## src/rtl/stack_reg_file.sv

```systemverilog
// stack_reg_file: register file with addressed save/load access and a
// push/pop hardware stack that share the same storage.
//
// Ports:
//   clk_i      - clock, all state changes on the rising edge
//   reset_i    - synchronous active-high reset (clears sp, err and all entries)
//   save_i     - write in_i to mem[addr_i]
//   load_i     - drive mem[addr_i] onto out_o
//   addr_i     - entry index for save/load
//   push_i     - write in_i at mem[sp], sp+1
//   pop_i      - drive mem[sp-1] onto out_o, sp-1
//   clr_err_i  - clear the sticky error flag
//   in_i       - write data
//   out_o      - read data (combinational)
//   sp_o       - stack pointer, number of stacked entries (0..DEPTH)
//   full_o     - sp == DEPTH
//   empty_o    - sp == 0
//   err_o      - sticky overflow/underflow flag
module stack_reg_file #(
  parameter int unsigned WIDTH = 8,
  parameter int unsigned DEPTH = 16,
  localparam int unsigned AW = $clog2(DEPTH)
) (
  input  logic             clk_i,
  input  logic             reset_i,
  input  logic             save_i,
  input  logic             load_i,
  input  logic [AW-1:0]    addr_i,
  input  logic             push_i,
  input  logic             pop_i,
  input  logic             clr_err_i,
  input  logic [WIDTH-1:0] in_i,
  output logic [WIDTH-1:0] out_o,
  output logic [AW:0]      sp_o,
  output logic             full_o,
  output logic             empty_o,
  output logic             err_o
);

  localparam logic [AW:0] SP_FULL = (AW+1)'(DEPTH);

  logic [WIDTH-1:0] mem_q [DEPTH];
  logic [AW:0]      sp_q, sp_d;
  logic             err_q, err_d;

  logic             full_c, empty_c;
  logic [AW-1:0]    top_idx_c;
  logic [AW-1:0]    push_idx_c;
  logic             stack_we_c;
  logic [AW-1:0]    stack_idx_c;
  logic             save_we_c;
  logic             new_err_c;

  // Status flags decoded from the pointer.
  assign full_c  = (sp_q == SP_FULL);
  assign empty_c = (sp_q == '0);

  // Top-of-stack index; at sp == DEPTH the low bits are 0 and wrap to DEPTH-1.
  assign top_idx_c  = sp_q[AW-1:0] - AW'(1);
  // Only meaningful when not full.
  assign push_idx_c = sp_q[AW-1:0];

  // Stack command decode: pointer update, stack write and error detection.
  always_comb begin
    sp_d        = sp_q;
    stack_we_c  = 1'b0;
    stack_idx_c = '0;
    new_err_c   = 1'b0;
    if (push_i && pop_i) begin
      stack_we_c = 1'b1;
      if (empty_c) begin
        // Replace on an empty stack degenerates to a plain push.
        stack_idx_c = '0;
        sp_d        = (AW+1)'(1);
      end else begin
        stack_idx_c = top_idx_c;
      end
    end else if (push_i) begin
      if (full_c) begin
        new_err_c = 1'b1;
      end else begin
        stack_we_c  = 1'b1;
        stack_idx_c = push_idx_c;
        sp_d        = sp_q + (AW+1)'(1);
      end
    end else if (pop_i) begin
      if (empty_c) begin
        new_err_c = 1'b1;
      end else begin
        sp_d = sp_q - (AW+1)'(1);
      end
    end
  end

  // Addressed save loses to a stack write aimed at the same entry.
  assign save_we_c = save_i && !(stack_we_c && (stack_idx_c == addr_i));

  // Sticky error: a new error beats a clear in the same cycle.
  always_comb begin
    err_d = err_q;
    if (new_err_c) begin
      err_d = 1'b1;
    end else if (clr_err_i) begin
      err_d = 1'b0;
    end
  end

  // State and storage update.
  always_ff @(posedge clk_i) begin
    if (reset_i) begin
      sp_q  <= '0;
      err_q <= 1'b0;
      for (int i = 0; i < int'(DEPTH); i++) begin
        mem_q[i] <= '0;
      end
    end else begin
      sp_q  <= sp_d;
      err_q <= err_d;
      if (save_we_c) begin
        mem_q[addr_i] <= in_i;
      end
      if (stack_we_c) begin
        mem_q[stack_idx_c] <= in_i;
      end
    end
  end

  // Read mux: pop has priority over load; pop on an empty stack reads 0.
  always_comb begin
    out_o = '0;
    if (pop_i) begin
      if (!empty_c) begin
        out_o = mem_q[top_idx_c];
      end
    end else if (load_i) begin
      out_o = mem_q[addr_i];
    end
  end

  assign sp_o    = sp_q;
  assign full_o  = full_c;
  assign empty_o = empty_c;
  assign err_o   = err_q;

endmodule

```

## config.mk

```make
export PLATFORM = sky130hd
export DESIGN_NAME = stack_reg_file
export DESIGN_NICKNAME = d
export VERILOG_FILES = /design/src/rtl/stack_reg_file.sv
export SDC_FILE = /design/constraint.sdc
export NUM_CORES = 1
export LEC_CHECK = 0
export ABC_AREA = 1
export ABC_CLOCK_PERIOD_IN_PS = 7500
export CORE_ASPECT_RATIO = 1.2
export CORE_MARGIN = 2
export CORE_UTILIZATION = 25
export CTS_CLUSTER_DIAMETER = 150
export DETAILED_ROUTE_END_ITERATION = 7
export PLACE_DENSITY_LB_ADDON = 0.2
export SYNTH_ARGS = -nofsm -noshare
export SYNTH_HDL_FRONTEND = slang
export SYNTH_SLANG_ARGS = --single-unit
```

## constraint.sdc

```tcl
create_clock -name clk_i -period 7.5 [get_ports clk_i]
set_clock_uncertainty 0.15 [all_clocks]
set_input_delay 1.875 -clock clk_i [delete_from_list [all_inputs] [get_ports clk_i]]
set_output_delay 1.875 -clock clk_i [all_outputs]
set_load 0.05 [all_outputs]
```

==> metrics.md <==
| Metric | Value |
|---|---|
| Status | completed |
| Die height | 203 µm |
| DRT iter0 DRCs | 785 |
| Crit end category | output pin |
| Max Slew Vio Count | 0 |
| Metal3 WL | 1810 µm |
| Detailed-route wire length | 32,600 µm |
| Resized Gates After CTS | 0 |
| Slew @ Worst Pin | 1120 ps |
| Post-CTS Setup Bufs | 0 |
| Main synth FF type | edfxtp_1 |
| Area grow syn2layout | 16.7% |
| DR pass1 iterations | 5 |
| Req. time, crit path | 5480 ps |
| Routed Antenna Nets | 0 |
| First-pass GRT wire length | 48,200 µm |
| Crit Path Max Fanout | 25 |
| DIE AREA | 34,300 µm² |
| CTS tree | yes |
| Antenna violations before repair | 0 |
| Residual DRC | 0 |
| Final instance area | 9580 µm² |
| # fillers | 3,431 |
| Met2 WL | 16,200 µm |
| Arr. time, crit path | 4470 ps |
| Seq/Total Area, Yosys | 48.3% |
| H-Tree Depth | 4 |
| Register area | 3970 µm² |
| Post-DP HPWL | 22,400 µm |
| Vias per cell | 5.46 |
| Die width | 169 µm |
| Yosys Warn Count | 0 |
| Final nets | 992 |
| Vias | 7,560 |
| CP startpoint kind | input pin |
| WL/cell | 23.6 µm |
| Total power | 2.74 mW |
| Worst slack, placed | 1120 ps |
| CP Class | in -> out |
| PwrDens | 286 nW/µm² |
| Hold Violations, Final | 0 |
| Gr ovfl total | 0 |
| Vias in the first global route | 7,228 |
| Num ports | 35 |
| Clk slew on worst S/H paths | 50 ps |
| PnR worst setup slack | 1010 ps |
| TritonCTS Buffers | 17 |
| IO Port Bufs | 34 |
| Initial Util | 25.4% |
| Type of the worst min-delay path | reg -> reg |
| Rows | 72 |
| Tcrit/Tclk final | 86.6% |
| Max Cap Viol | 0 |
| Lkg Pwr | 3.41 nW |
| Number of synthesized register bits | 134 |
| Total clock sinks | 134 |
| Reg2reg path depth | 11 |
| Post-CTS Hold Fix Bufs | 0 |
| Avg Synthesized Cell Area | 8.57 µm² |
| Pin count of the biggest net entering global routing | 101 |
| Async S/R FF share, synth | 0% |
| Mapped Nets | 983 |
| All-Layer GR Usage | 19.2% |
| Layout cells sized above 1 | 9.10% |
| Insertion delay to the later sink of the worst-skew pair | 420 ps |
| Max_slew headroom | 25.4% |
| Wire length on met1 | 13,300 µm |
| Distinct cells, synth | 37 |
| # diodes | 0 |
| Tmin final | 6490 ps |
| Max frequency | 154 MHz |
| Post-Route Setup TNS | 0 ps |
| Unrepaired setup endpoints after global routing | false |
| Multi-input logic area | 3710 µm² |
| Post-synth EDFFs | 128 |
| Peak VDD IR | 128 µV |
| Core Box Area | 32,300 µm² |
| Final setup fails | 0 |
| Hold depth | 2 |
| Cell Area, Placed | 9010 µm² |
| Routability cong. | 0.876 |
| Cells after synthesis | 958 |
| Top Metal Used | met4 |
| Root buffer selected by CTS | clkbuf_16 |
| CTS Buffer Depth | 2 |
| Syn Std Cell Area | 8210 µm² |
final timing paths:
check / startpoint / endpoint / slack, ps
max: addr_i[0] / out_o[7] / 1010
min reg2reg: err_o$_SDFFE_PP0P_ / err_o$_SDFFE_PP0P_ / 340
min: err_o$_SDFFE_PP0P_ / err_o$_SDFFE_PP0P_ / 340
max reg2reg: sp_o[0]$_SDFFE_PP0P_ / mem_q[10][4]$_DFFE_PP_ / 2700
cell usage after synthesis, drive strengths merged, types with 2 or more instances:
master	n	area [µm²]
o21ai	51	255
a21oi	178	891
ha	5	62.6
nand2	184	716
o2111ai	16	140
edfxtp	128	3840
o211ai	17	128
inv	77	292
a22oi	16	120
nand4	25	156
dfxtp	6	120
nor2	32	125
nor3	6	56.3
o311ai	8	70.1
clkinv	2	7.51
buf	14	90.1
nand3	145	926
clkbuf	43	161
sequential cells by signal (all words and copies together), names as in the netlist:
name	count
sp_o	5
err_o	1
mem_q	128
power by group:
group	switching, mW	total, mW	internal, mW
combinational	0.683	0.979	0.296
sequential	0.0440	0.922	0.878
clock	0.325	0.841	0.516
cells in the final DEF, fill, tap and decap left out, types with 14 or more instances in the layout:
master           count
o21ai_0             48
o2111ai_1           16
inv_1               72
nand4_1             25
a21oi_1            178
clkbuf_16           17
nor2_1              28
o211ai_1            17
nand2_1            176
clkdlybuf4s50_1     26
edfxtp_1           128
a22oi_1             16
nand3_4             14
nand3_1            126
layout make-up:
class | instances | area share [%]
flip-flops and latches | 134 | 41.4
multi-input cells | 688 | 38.7
repair buffers | 47 | 5.54
well taps | 407 | 5.32
clock buffers | 20 | 4.56
inverters | 79 | 3.12
clock inverters | 10 | 1.38
kinds of logic (layout without fill, tap and decap cells):
| family | Yosys count | after routing | synth area share, % |
|---|---|---|---|
| buffers and inverters | 136 | 156 | 6.70 |
| AOI/OAI and AO/OA | 288 | 288 | 19.7 |
| and+or+nand+nor | 393 | 393 | 24.2 |
| xor gates and xnor gates | 1 | 1 | 0.107 |
| adders and majority gates | 6 | 6 | 1.01 |
| DFF | 134 | 134 | 48.3 |
routing by layer:
metal / vias up / GRT usage [%]
li1: 3491 / -
met1: 3660 / 24.3
met2: 348 / 32.0
met3: 61 / 2.85
met4: 0 / 9.46
met5: - / 0
worst max-delay path: stages:
cell             delay [ps]
clkdlybuf4s50_1         880
clkinv_1                520
buf_12                  310
nand3_1                  80
o2111ai_1               140
nand2_1                 110
nand4_1                 100
nand2_1                  60
nand2_1                 170
buf_12                  210
through the flow:
step	util (%)	hold slack, ps	instances
floorplan	-	534	958
global placement	27.9	323	1355
detailed placement	27.9	343	1355
CTS	29.6	350	1385
global route	29.6	387	1385
finish	29.6	343	1385
Power figures use the tool's default switching activity.
